**src/rtl/udma_eth_tx_word_controller.sv**
```systemverilog
// ---------------------------------------------------------------------------
// udma_eth_tx_word_controller
//
// Fetches one Ethernet frame from L2 through the uDMA TX channel. The frame
// is split into a 32-bit word phase followed by a 0-3 byte remainder phase.
// Frames shorter than WORD_MIN_BYTES skip the word phase and use only the
// byte phase. Each phase is programmed into the uDMA channel with a one-cycle
// cfg_tx_en_o pulse. Fetched beats are forwarded to the MAC AXIS TX port.
// tuser flags the first beat of the frame. tlast flags the final beat across
// both phases.
//
// Ports
//   clk_i, rstn_i            clock, asynchronous active-low reset
//   cfg_tx_*_o               phase programming towards the uDMA core channel
//   cfg_tx_*_i               core channel status, passed back on reg_tx_*_o
//   reg_tx_*_i               frame request from the register file
//   busy_o, done_o           frame in progress / one-cycle completion pulse
//   data_tx_*                uDMA data fetch handshake
//   m_axis_*                 Ethernet MAC TX stream
// ---------------------------------------------------------------------------
module udma_eth_tx_word_controller #(
    parameter int L2_AWIDTH_NOAL = 12,
    parameter int TRANS_SIZE     = 16,
    parameter int WORD_MIN_BYTES = 8
) (
    input  logic                      clk_i,
    input  logic                      rstn_i,

    output logic [L2_AWIDTH_NOAL-1:0] cfg_tx_startaddr_o,
    output logic [TRANS_SIZE-1:0]     cfg_tx_size_o,
    output logic [1:0]                cfg_tx_datasize_o,
    output logic                      cfg_tx_continuous_o,
    output logic                      cfg_tx_en_o,
    output logic                      cfg_tx_clr_o,
    input  logic                      cfg_tx_en_i,
    input  logic                      cfg_tx_pending_i,
    input  logic [L2_AWIDTH_NOAL-1:0] cfg_tx_curr_addr_i,
    input  logic [TRANS_SIZE-1:0]     cfg_tx_bytes_left_i,

    input  logic [L2_AWIDTH_NOAL-1:0] reg_tx_startaddr_i,
    input  logic [TRANS_SIZE-1:0]     reg_tx_size_i,
    input  logic                      reg_tx_continuous_i,
    input  logic                      reg_tx_en_i,
    input  logic                      reg_tx_clr_i,
    output logic                      reg_tx_en_o,
    output logic                      reg_tx_pending_o,
    output logic [L2_AWIDTH_NOAL-1:0] reg_tx_curr_addr_o,
    output logic [TRANS_SIZE-1:0]     reg_tx_bytes_left_o,

    output logic                      busy_o,
    output logic                      done_o,

    output logic                      data_tx_req_o,
    input  logic                      data_tx_gnt_i,
    output logic [1:0]                data_tx_datasize_o,
    input  logic [31:0]               data_tx_i,
    input  logic                      data_tx_valid_i,
    output logic                      data_tx_ready_o,

    output logic [31:0]               m_axis_tdata_o,
    output logic [1:0]                m_axis_tsize_o,
    output logic                      m_axis_tvalid_o,
    output logic                      m_axis_tuser_o,
    output logic                      m_axis_tlast_o,
    input  logic                      m_axis_tready_i
);

    typedef enum logic [2:0] {
        S_IDLE,
        S_LAUNCH_W,
        S_XFER_W,
        S_LAUNCH_B,
        S_XFER_B,
        S_DONE
    } state_t;

    state_t r_state;
    state_t w_state_nxt;

    logic [L2_AWIDTH_NOAL-1:0] r_start;
    logic [TRANS_SIZE-3:0]     r_words;
    logic [TRANS_SIZE-1:0]     r_rem;      // wide enough for a short frame's full length
    logic [TRANS_SIZE-1:0]     r_beat_cnt; // beats accepted in the current phase
    logic                      r_tuser;
    logic                      r_done;
    logic                      r_cfg_en;
    logic [L2_AWIDTH_NOAL-1:0] r_cfg_addr;
    logic [TRANS_SIZE-1:0]     r_cfg_size;
    logic [1:0]                r_cfg_dsize;

    logic                      w_xfer;
    logic                      w_beat;
    logic                      w_start;
    logic                      w_short;
    logic [TRANS_SIZE-3:0]     w_words_in;
    logic [TRANS_SIZE-1:0]     w_rem_in;
    logic [TRANS_SIZE-1:0]     w_cnt_inc;
    logic                      w_phase_end;
    logic [TRANS_SIZE-1:0]     w_word_bytes;
    logic [L2_AWIDTH_NOAL-1:0] w_byte_addr;
    logic                      w_unused_gnt;

    // The data grant does not gate the stream; requests depend only on MAC ready.
    assign w_unused_gnt = data_tx_gnt_i;

    assign w_xfer  = (r_state == S_XFER_W) || (r_state == S_XFER_B);
    assign w_beat  = w_xfer && data_tx_valid_i && m_axis_tready_i;
    assign w_start = (r_state == S_IDLE) && reg_tx_en_i && !reg_tx_clr_i
                     && (reg_tx_size_i != '0);

    // Split of the requested length into whole words and trailing bytes.
    assign w_short    = reg_tx_size_i < TRANS_SIZE'(WORD_MIN_BYTES);
    assign w_words_in = w_short ? '0 : reg_tx_size_i[TRANS_SIZE-1:2];
    assign w_rem_in   = w_short ? reg_tx_size_i
                                : {{(TRANS_SIZE-2){1'b0}}, reg_tx_size_i[1:0]};

    assign w_cnt_inc   = r_beat_cnt + TRANS_SIZE'(1);
    assign w_phase_end = (r_state == S_XFER_W) ? (w_cnt_inc == {2'b00, r_words})
                                               : (w_cnt_inc == r_rem);

    // Byte phase starts right after the word phase; the address wraps in L2 space.
    assign w_word_bytes = {r_words, 2'b00};
    assign w_byte_addr  = r_start + L2_AWIDTH_NOAL'(w_word_bytes);

    always_ff @(posedge clk_i or negedge rstn_i) begin
        if (!rstn_i) begin
            r_state <= S_IDLE;
        end else begin
            // NOTE: sequential state uses non-blocking assignments so every
            // register samples pre-edge values regardless of block order.
            r_state <= w_state_nxt;
        end
    end

    always_comb begin
        // NOTE: default first, so no path leaves w_state_nxt unassigned and
        // no latch is inferred.
        w_state_nxt = r_state;
        if (reg_tx_clr_i) begin
            w_state_nxt = S_IDLE;
        end else begin
            case (r_state)
                S_IDLE:     if (w_start) w_state_nxt = (w_words_in != '0) ? S_LAUNCH_W : S_LAUNCH_B;
                S_LAUNCH_W: w_state_nxt = S_XFER_W;
                S_XFER_W:   if (w_beat && w_phase_end) w_state_nxt = (r_rem == '0) ? S_DONE : S_LAUNCH_B;
                S_LAUNCH_B: w_state_nxt = S_XFER_B;
                S_XFER_B:   if (w_beat && w_phase_end) w_state_nxt = S_DONE;
                S_DONE:     w_state_nxt = S_IDLE;
                default:    w_state_nxt = S_IDLE;
            endcase
        end
    end

    always_ff @(posedge clk_i or negedge rstn_i) begin
        if (!rstn_i) begin
            // NOTE: every register here is a control/config flop, so all get
            // a reset value; there is no storage array to leave unreset.
            r_start     <= '0;
            r_words     <= '0;
            r_rem       <= '0;
            r_beat_cnt  <= '0;
            r_tuser     <= 1'b0;
            r_done      <= 1'b0;
            r_cfg_en    <= 1'b0;
            r_cfg_addr  <= '0;
            r_cfg_size  <= '0;
            r_cfg_dsize <= 2'd0;
        end else begin
            r_cfg_en <= 1'b0;
            r_done   <= 1'b0;
            if (reg_tx_clr_i) begin
                r_beat_cnt <= '0;
                r_tuser    <= 1'b0;
            end else begin
                if (w_start) begin
                    r_start <= reg_tx_startaddr_i;
                    r_words <= w_words_in;
                    r_rem   <= w_rem_in;
                    r_tuser <= 1'b1;
                end
                if (w_beat) begin
                    r_tuser    <= 1'b0;
                    r_beat_cnt <= w_phase_end ? '0 : w_cnt_inc;
                end
                // Channel programming is registered on entry to a LAUNCH
                // state, so cfg_tx_en_o is high for exactly that cycle.
                if (r_state == S_IDLE && w_state_nxt == S_LAUNCH_W) begin
                    r_cfg_addr  <= reg_tx_startaddr_i;
                    r_cfg_size  <= {w_words_in, 2'b00};
                    r_cfg_dsize <= 2'd2;
                    r_cfg_en    <= 1'b1;
                end
                if (r_state != S_LAUNCH_B && w_state_nxt == S_LAUNCH_B) begin
                    r_cfg_addr  <= (r_state == S_IDLE) ? reg_tx_startaddr_i : w_byte_addr;
                    r_cfg_size  <= (r_state == S_IDLE) ? w_rem_in : r_rem;
                    r_cfg_dsize <= 2'd0;
                    r_cfg_en    <= 1'b1;
                end
                if (w_state_nxt == S_DONE) r_done <= 1'b1;
            end
        end
    end

    assign cfg_tx_startaddr_o  = r_cfg_addr;
    assign cfg_tx_size_o       = r_cfg_size;
    assign cfg_tx_datasize_o   = r_cfg_dsize;
    assign cfg_tx_continuous_o = reg_tx_continuous_i;
    assign cfg_tx_en_o         = r_cfg_en;
    assign cfg_tx_clr_o        = reg_tx_clr_i;

    assign reg_tx_en_o         = cfg_tx_en_i;
    assign reg_tx_pending_o    = cfg_tx_pending_i;
    assign reg_tx_curr_addr_o  = cfg_tx_curr_addr_i;
    assign reg_tx_bytes_left_o = cfg_tx_bytes_left_i;

    assign busy_o = (r_state != S_IDLE);
    assign done_o = r_done;

    assign data_tx_req_o      = w_xfer && m_axis_tready_i;
    assign data_tx_ready_o    = m_axis_tready_i;
    assign data_tx_datasize_o = r_cfg_dsize;

    assign m_axis_tdata_o  = data_tx_i;
    assign m_axis_tsize_o  = (r_state == S_XFER_W) ? 2'd3 : 2'd0;
    assign m_axis_tvalid_o = data_tx_valid_i && w_xfer;
    assign m_axis_tuser_o  = r_tuser;
    assign m_axis_tlast_o  = m_axis_tvalid_o && w_phase_end
                             && ((r_state == S_XFER_B) || (r_rem == '0));

endmodule

```
**config.mk**
```make
export PLATFORM = sky130hd
export DESIGN_NAME = udma_eth_tx_word_controller
export DESIGN_NICKNAME = d
export VERILOG_FILES = /design/src/rtl/udma_eth_tx_word_controller.sv
export SDC_FILE = /design/constraint.sdc
export NUM_CORES = 1
export LEC_CHECK = 0
export BUFFER_PORTS_ARGS = -buffer_cell sky130_fd_sc_hd__buf_2
export CAP_MARGIN = 15
export CORE_MARGIN = 2
export CORE_UTILIZATION = 51
export DETAILED_ROUTE_END_ITERATION = 10
export PLACE_DENSITY = 0.81
export SLEW_MARGIN = 10
export SYNTH_ARGS = -nofsm -noshare
export SYNTH_HDL_FRONTEND = slang
export SYNTH_SLANG_ARGS = --single-unit
```
**constraint.sdc**
```tcl
create_clock -name clk_i -period 4 [get_ports clk_i]
set_clock_uncertainty 0.05 [all_clocks]
set_input_delay 0.2 -clock clk_i [delete_from_list [all_inputs] [get_ports clk_i]]
set_output_delay 0.2 -clock clk_i [all_outputs]
set_load 0.1 [all_outputs]
```
== Word-level counts from Yosys, hierarchy flattened ==
Cells that the tools add are included.

* Register bits after elaboration: 94
* Input bits: 98
* Output and inout port bits: 106
* Logic and storage cells: 79

* $add $sub $neg: 2
* Order comparisons: 1
* Equality and inequality tests: 10
* Mux-type cells: 30
* Bitwise logic cells: 1
* Reduce and logical (&&, ||, !) cells: 24

{| class="wikitable"
|+ Operators by type and width
! cell !! number
|-
| $mux 16 || 7
|-
| $mux 12 || 3
|-
| $add 16x1->16 const B || 1
|-
| $eq 16x14->1 || 1
|-
| $eq 16x16->1 || 1
|-
| $logic_not 16->1 || 1
|-
| $lt 16x4->1 const B || 1
|-
| $reduce_bool 16->1 || 1
|-
| $mux 3 || 5
|-
| $pmux 3 s5 || 1
|-
| $mux 14 || 1
|-
| $reduce_bool 14->1 || 1
|-
| $add 12x12->12 || 1
|-
| $logic_and 1x1->1 || 11
|-
| $eq 3x2->1 const B || 3
|-
| $mux 1 || 9
|-
| $mux 2 || 4
|-
| $eq 3x1->1 const B || 2
|-
| $eq 3x3->1 const B || 2
|-
| $reduce_bool 3->1 || 2
|-
| $reduce_and 2->1 || 2
|-
| $reduce_bool 2->1 || 2
|-
| $logic_not 3->1 || 1
|-
| $ne 3x2->1 const B || 1
|-
| other kinds (3) || 4
|}

== Depth between registers and ports, before layout ==
Gate-level depths: netlist (run 1).

* Word-level depth: 13
* Gate-level depth with buffers: 15
* Depth with buffers taken out: 12

== Least setup slack after synthesis (run 1) ==
Ideal clock, no wire load.

* Kind: flip-flop to output port
* Start: register r_state[2]
* End: output port m_axis_tlast_o
* Arrival time: 4.538 ns
* Required time: 3.750 ns
* Slack: -0.788 ns
* Cell stages (with the launch flop): 12
* Path buffers: 3
* Cell sequence: dfrtp_1 buf_2 or3b_1 buf_4 inv_4 buf_6 mux2i_1 xor2_1 xnor2_1 nor4_2 nand3_1 a211oi_1

* Longest elaborated chain between the ends: 5
* Elaborated cells on any way between the ends: 8
* Classes of those cells: eq/ne: 2; mux: 1; reduce/logical: 5

{| class="wikitable"
|+ RTL lines
! item !! line !! RTL
|-
| from (decl) || 77 || <nowiki>state_t r_state;</nowiki>
|-
| from (signal assigned) || 131 || <nowiki>r_state <= w_state_nxt;</nowiki>
|-
| $eq 3x2->1 or $eq 3x3->1 (tied branches) || 106, 118, 228 ||
|-
| $logic_or 1x1->1 || 106 || <nowiki>assign w_xfer = (r_state == S_XFER_W) || (r_state == S_XFER_B);</nowiki>
|-
| $logic_and 1x1->1 || 225 || <nowiki>assign m_axis_tvalid_o = data_tx_valid_i && w_xfer;</nowiki>
|-
| $logic_and 1x1->1 || 227 || <nowiki>assign m_axis_tlast_o = m_axis_tvalid_o && w_phase_end</nowiki>
|-
| $logic_and 1x1->1 * || 228 || <nowiki>&& ((r_state == S_XFER_B) || (r_rem == '0));</nowiki>
|-
| to (decl) || 64 || <nowiki>output logic m_axis_tlast_o,</nowiki>
|}

Mark *: on every way between the ends. The rest lies on a longest branch, timed or not.

== Worst setup path after layout (run 1) ==
* Start: register r_beat_cnt[0]
* End: output port m_axis_tlast_o

* Longest elaborated chain between the ends: 5
* Elaborated cells on any way between the ends: 6
* Classes of those cells: add/sub: 1; eq/ne: 2; mux: 1; reduce/logical: 2

{| class="wikitable"
|+ RTL lines
! item !! line !! RTL
|-
| from (decl) || 83 || <nowiki>logic [TRANS_SIZE-1:0] r_beat_cnt;</nowiki>
|-
| from (signal assigned) || 183 || <nowiki>r_beat_cnt <= w_phase_end ? '0 : w_cnt_inc;</nowiki>
|-
| $add 16x1->16 * || 117 || <nowiki>assign w_cnt_inc = r_beat_cnt + TRANS_SIZE'(1);</nowiki>
|-
| $eq 16x16->1 or $eq 16x14->1 (tied branches) || 119, 118 ||
|-
| $mux 1 * || 118 || <nowiki>assign w_phase_end = (r_state == S_XFER_W) ? (w_cnt_inc == {2'b00, r_words})</nowiki>
|-
| $logic_and 1x1->1 * || 227 ||
|-
| $logic_and 1x1->1 * || 228 ||
|}

Marks and branches as above.

==> qor.yml, run 1 <==
floorplan:
  die_w_microns: 111.2
  design.die.area_sq_mm: 0.01236
  rows: 39
  coreArea_sq_mm: 0.01132
  ios: 204
  dieHeight_microns: 111.2
  start_util_pct: 51.75
yosys:
  synth_edf_count: 0
  synthTopCellsByCount: "dfrtp_1 (93), buf_4 (73), mux2_2 (58)"
  synth_largest_area_cell: "dfrtp_1"
  syn_area_per_cell_sq_um: 10.52
  synth_flop_cell: "dfrtp_1"
  yosysWarnings: 0
  ys_seq_area_share_pct: 39.73
  ys_types: 63
  netlist.area_leader.share_pct: 39.73
  syn-cell-area_sq_mm: 0.005858
  synthArstFlopShare_pct: 100.0
  synth.area.top_cells: "dfrtp_1 (40%), mux2_2 (11%), buf_4 (9.4%)"
  yosysMostFrequentCell: "dfrtp_1"
  ys_seq_elements: 93
  netlist_instances: 557
drt:
  wirelength_microns: 13420
  dr.pass1.iters: 5
  post-route-drc-count: 0
  vias: 4236
  drt_iter0_drc: 187
  ant_nets: 0
  via_per_inst: 5.966
  routedWlPerCell_microns: 18.90
cells_and_area:
  fillers: 963
  fin_area_sq_mm: 0.006190
  syn_to_final_growth_pct: 5.660
  insertedDiodeCount: 0
  final_nets: 671
  drive_above_1_share_pct: 32.63
cts:
  insertion_delay_ns: 0.36
  cts.sinks: 93
  clk_pin_slew_worst_paths_ns: 0.07
  numCtsBuffers: 9
  cts-htree-levels: 3
  postCtsSetupBuffers: 0
  tritoncts: "done"
  clock_tree.root_cell: "clkbuf_16"
  cts_buffer_depth: 2
grt:
  grt_util_all_layers_pct: 22.33
  grt_max_degree: 71
  grt.overflow.total: 0
  grt_pass1_wl_microns: 21960
  antenna_found_initial: 0
  first_global_vias: 4194
placement:
  port_buffers: 74
  dpl_cell_area_sq_mm: 0.005871
  hpwlAfterDp_microns: 9815
  pre_cts_ws_ns: 0.2878
  place_congestion: 0.8854
sta:
  hold_viol: 0
  worst_slew_pin_slew_ns: 0.8819
  max_freq_mhz: 265.4
  worst_slack_ns: 0.2320
  grt_setup_unrepaired: "no"
  finalSetupViolations: 0
  tns_ns: 0
  period_needed_ns: 3.768
  finalMaxSlewViolations: 0
  fin_crit_sh_pct: 94.20
  relSlewSlack_pct: 41.21
setup_path:
  cp-start-kind: "flip-flop"
  cp.required_ns: 3.75
  critPathArrivalTime_ns: 3.52
  crit_type: "reg2out"
  crit_fanout: 7
  r2r.worst_path.cells: 11
  endpoint_kind: "output pin"
outcome:
  status: "finished clean"
power_and_ir_drop:
  vdd_drop_max_uv: 501.8
  p_leak_nw: 2.854
  p_per_area_mw_per_mm2: 549.5
  power_w: 0.003401
worst_hold_path:
  min_path_cells: 3
  hold_class: "in2reg"
flow_run:
  maxCapViolCount: 0
==> stage by stage <==
step | instances | hold slack (ns) | util [%]
3_3_place_gp | 693 | 0.3051 | 51.86
5_1_grt | 710 | 0.04050 | 54.68
6_report | 710 | 0.03431 | 54.68
4_1_cts | 710 | 0.02283 | 54.64
3_5_place_dp | 693 | 0.3142 | 51.86
2_1_floorplan | 558 | -0.1456 | -
==> power by group <==
| group | leakage (nW) | switching (W) | internal (W) |
|---|---|---|---|
| Sequential | 1.19 | 0.0000984 | 0.00108 |
| Clock | 0.148 | 0.000390 | 0.000493 |
| Combinational | 1.52 | 0.000975 | 0.000367 |
==> path summary, 6_finish.rpt <==
| kind | startpoint | to | slack, ns |
|---|---|---|---|
| max | r_beat_cnt[0] | m_axis_tlast_o | 0.23 |
| min | reg_tx_size_i[1] | r_rem[1] | 0.03 |
| max reg2reg | r_beat_cnt[0] | cfg_tx_startaddr_o[8] | 0.26 |
| min reg2reg | r_words[13] | r_words[13] | 0.44 |
| max in group asynchronous | rstn_i | cfg_tx_startaddr_o[11] | 2.61 |
| min in group asynchronous | rstn_i | r_start[1] | 0.46 |
==> registers in the layout, summed over array words and instances (netlist names), 3 cells and up <==
register and count:
cfg_tx_size_o 16, r_beat_cnt 16, r_rem 16, r_words 14
cfg_tx_startaddr_o 12, r_start 12, r_state 3
==> per-layer routing <==
layer  wire length (microns)  global-route usage (%)  up-vias  share of wire, %
met3                     856                   5.686       52               6.4
met4                     536                   11.19        0               4.0
met1                    5605                   28.67     2068                42
met5                       0                       0        -                 0
met2                    6420                   35.12      174                48
li1                        -                       -     1942                 -
==> cell families (layout without fill, tap and decap cells) <==
| logic type | Yosys count | count (layout) | synth area share [%] |
|---|---|---|---|
| other | 1 | 2 | 0.06401 |
| xor gates and xnor gates | 29 | 29 | 4.336 |
| DFF | 93 | 93 | 39.73 |
| adders and majority gates | 11 | 11 | 2.478 |
| and+or+nand+nor | 149 | 149 | 15.19 |
| buffers and inverters | 106 | 115 | 12.20 |
| AOI/OAI and AO/OA | 85 | 85 | 9.975 |
| muxes | 83 | 83 | 16.04 |
==> worst max-delay path, cell delays in order (launching register included) <==
cell and delay (ns):
dfrtp_1 0.50, ha_1 0.30, and3_1 0.36, nand4_1 0.23, or2_2 0.36, xnor2_1 0.19, nor4_2 0.31, nand3_1 0.12
a211oi_2 0.29, buf_2 0.48
==> cell usage in the layout, fill, tap and decap left out, types with 6 or more instances in the layout <==
cell type  netlist  layout
a21oi_1         15      15
buf_4           73      14
inv_1            9       9
nor2_1          10      10
buf_2            8      73
dfrtp_1         93      93
mux2i_1         17      16
nor3_1           7       7
mux2_2          58      58
nand3_1         11      11
nand2_1         30      30
ha_1            10      10
nand4_1          8       8
xor2_1           8       8
xnor2_1         21      21
o21ai_0         22      22
or3_1            6       6
a22o_1          12      12
nor2b_1         13      13
and3_1          14      14
nor4_1           8       8
and2_1          16      16
mux2_4           7       7
clkbuf_16        0       9
==> what timing repair did <==
item / 4_1_cts / 5_1_grt
endpoints found under the hold margin: 69 / 0
hold buffers: 1 / 0
resized for setup: 0 / 1
setup endpoints to repair: 0 / 5
==> cell type report <==
| type | instances | area (sq um) | area share (%) |
|---|---|---|---|
| Inverter | 10 | 40.04 | 0.6469 |
| Tap cell | 143 | 178.9 | 2.891 |
| Clock buffer | 9 | 225.2 | 3.639 |
| Multi-Input combinational cell | 359 | 2838 | 45.85 |
| Sequential cell | 93 | 2327 | 37.60 |
| Timing Repair Buffer | 89 | 500.5 | 8.086 |
| Clock inverter | 7 | 80.08 | 1.294 |
Note: power is estimated with default switching activity, not from simulation.
==> run 2: changes to the inputs <==
CORE_UTILIZATION = 46   (was 51)
PLACE_DENSITY = 0.77   (was 0.81)
clock period = 3.3 ns   (was 4 ns; I/O delays follow)
==> qor.yml, run 2 (synthesis gave the netlist of run 1 again) <==
placement:
  port_buffers: 74  # unchanged
  dpl_cell_area_sq_mm: 0.006287  # was 0.005871 sq mm
  hpwlAfterDp_microns: 11060  # was 9815 microns
  place_congestion: 0.8663  # was 0.8854
setup_path:
  timing.rr.end: "cfg_tx_size_o[3]"  # was cfg_tx_startaddr_o[8]
  crit_type: "reg2reg"  # was reg2out
  critPathBufInv: 3  # was 1
  r2r.worst_path.cells: 12  # was 11
  critPathArrivalTime_ns: 3.81  # was 3.52 ns
  r2r_slack_ns: -0.33  # was 0.26 ns
  cp_common_cell: "xnor2_1"
  endpoint_kind: "flip-flop"  # was output pin
  critPathMaxStageDelay_ns: 0.46  # was 0.50 ns
  regToRegStartpoint: "r_state[2]"  # was r_beat_cnt[0]
  cp-start-kind: "flip-flop"  # unchanged
  critPathSlowestCell: "or3b_4"  # was dfrtp_1
  path_cells: "or3b_4, inv_8, buf_4, mux2i_2, xnor2_1, xnor2_1, nor4_2, nand4_1, o21ai_4, buf_12, mux2_2, mux2_1"  # was ha_1, and3_1, nand4_1, or2_2, xnor2_1, nor4_2, nand3_1, a211oi_2, buf_2
  crit_fanout: 13  # was 7
  cp.required_ns: 3.48  # was 3.75 ns
  cpLargestDelayFamily: "simple AND/OR/NAND/NOR gates"  # unchanged
flow_run:
  maxCapViolCount: 0  # unchanged
worst_hold_path:
  worstHoldStart: "reg_tx_startaddr_i[8]"  # was reg_tx_size_i[1]
  hold_class: "in2reg"  # unchanged
  min_path_cells: 2  # was 3
  hold_end: "r_start[8]"  # was r_rem[1]
floorplan:
  ios: 204  # unchanged
  dieHeight_microns: 116.9  # was 111.2 microns
  start_util_pct: 46.80  # was 51.75%
  die_w_microns: 116.9  # was 111.2 microns
  design.die.area_sq_mm: 0.01365  # was 0.01236 sq mm
  rows: 41  # was 39
  coreArea_sq_mm: 0.01252  # was 0.01132 sq mm
drt:
  ant_nets: 0  # unchanged
  vias: 4595  # was 4236
  via_per_inst: 5.780  # was 5.966
  post-route-drc-count: 0  # unchanged
  drt_iter0_drc: 350  # was 187
  dr.pass1.iters: 5  # unchanged
  routedWlPerCell_microns: 20.70  # was 18.90 microns
  wirelength_microns: 16460  # was 13420 microns
grt:
  grt_util_all_layers_pct: 23.69  # was 22.33%
  grt.overflow.total: 0  # unchanged
  grt_pass1_wl_microns: 24830  # was 21960 microns
  first_global_vias: 4737  # was 4194
  antenna_found_initial: 0  # unchanged
  grt_max_degree: 48  # was 71
cells_and_area:
  fillers: 1008  # was 963
  insertedDiodeCount: 0  # unchanged
  drive_above_1_share_pct: 41.57  # was 32.63%
  final_nets: 727  # was 671
  seqCellArea_sq_mm: 0.002327  # unchanged
  fin_area_sq_mm: 0.007063  # was 0.006190 sq mm
  multi_input_area_sq_mm: 0.003083  # was 0.002838 sq mm
  layout_commonest_cell: "dfrtp_1"  # unchanged
  syn_to_final_growth_pct: 20.57  # was 5.660%
  final_cell_mix: "dfrtp_1 (93), buf_2 (72), buf_4 (56)"  # was dfrtp_1 (93), buf_2 (73), mux2_2 (58)
cts:
  insertion_delay_ns: 0.36  # about the same
  tritoncts: "done"  # unchanged
  cts_buffer_depth: 2  # unchanged
  clk_pin_slew_worst_paths_ns: 0.08  # was 0.07 ns
  clock_tree.root_cell: "clkbuf_16"  # unchanged
  numCtsBuffers: 9  # unchanged
  cts.sinks: 93  # unchanged
  cts-htree-levels: 3  # unchanged
sta:
  grt_setup_unrepaired: "yes"  # was no
  finalSetupViolations: 29  # was 0
  relSlewSlack_pct: 51.23  # was 41.21%
  tns_ns: -7.756  # was 0 ns
  fin_crit_sh_pct: 109.9
  period_needed_ns: 3.626
  worst_slew_pin_slew_ns: 0.7289  # was 0.8819 ns
  hold_viol: 0  # unchanged
  worst_slack_ns: -0.3264  # was 0.2320 ns
  finalMaxSlewViolations: 0  # unchanged
  max_freq_mhz: 275.8
power_and_ir_drop:
  p_per_area_mw_per_mm2: 616.0  # was 549.5 mW/mm^2
  p_leak_nw: 3.313  # was 2.854 nW
  vdd_drop_max_uv: 596.0  # was 501.8 uV
outcome:
  violations: "setup timing"
  status: "complete, but fails checks"  # was finished clean
-- run 2: cell count changes in the layout (fill, tap and decap cells not counted), sizes merged --
cell         change
buf             +53
clkbuf           +2
dlygate4sd3      +1
inv              +1
clkinvlp         -1
-- run 2: report_power, final --
group          total, W  internal [W]  switching [W]
clock           0.00112      0.000610       0.000511
sequential      0.00143       0.00131       0.000128
combinational   0.00180      0.000548        0.00125
total           0.00435       0.00246        0.00189
-- run 2: worst max-delay path by stage --
stage,startpoint,endpoint,slack (ns),cells after the start
6_report,r_state[2],cfg_tx_size_o[3],-0.33,12
5_1_grt,r_state[2],cfg_tx_size_o[3],-0.35,12
4_1_cts,r_state[2],cfg_tx_size_o[3],-0.15,12
3_5_place_dp,r_state[0],cfg_tx_size_o[8],-0.22,12
3_3_place_gp,r_state[0],cfg_tx_startaddr_o[3],-0.10,11
2_1_floorplan,r_state[2],cfg_tx_size_o[0],-0.09,14
-- run 2: final cells by class --
| class | instances | area share, % |
|---|---|---|
| clock buffer | 9 | 3.189 |
| clock inverter | 7 | 1.275 |
| inverter | 10 | 0.6377 |
| multi-input combinational | 359 | 43.65 |
| sequential | 93 | 32.95 |
| tap | 172 | 3.047 |
| timing repair buffer | 145 | 15.25 |
-- run 2: stage by stage --
stage	hold slack [ns]	util, %	worst slack, ns	instances	total power, W
6_report	0.006690	56.43	-0.3264	795	0.004351
3_5_place_dp	0.09956	50.23	-0.2152	766	0.003116
2_1_floorplan	-0.1806	-	-0.09246	558	0.003133
3_3_place_gp	0.09242	50.23	-0.1022	766	0.003064
5_1_grt	0.01236	56.43	-0.3487	795	0.004486
4_1_cts	0.007219	54.87	-0.1452	790	0.004297
-- run 2: layer usage --
layer	share of wire (%)	track usage, %	up-vias
met2	50	39.11	221
met5	0	0	-
met3	6.3	3.502	72
met4	5.9	15.45	0
met1	38	29.04	2252
li1	-	-	2050
-- run 2: repair_timing --
| action | in CTS | in global routing |
|---|---|---|
| endpoints found under the hold margin | 37 | 0 |
| setup buffers | 4 | 2 |
| gates resized for setup | 36 | 24 |
| hold buffers | 2 | 0 |
| setup endpoints to repair | 29 | 30 |
| cloned | 2 | 3 |
| pin swaps | 8 | 7 |
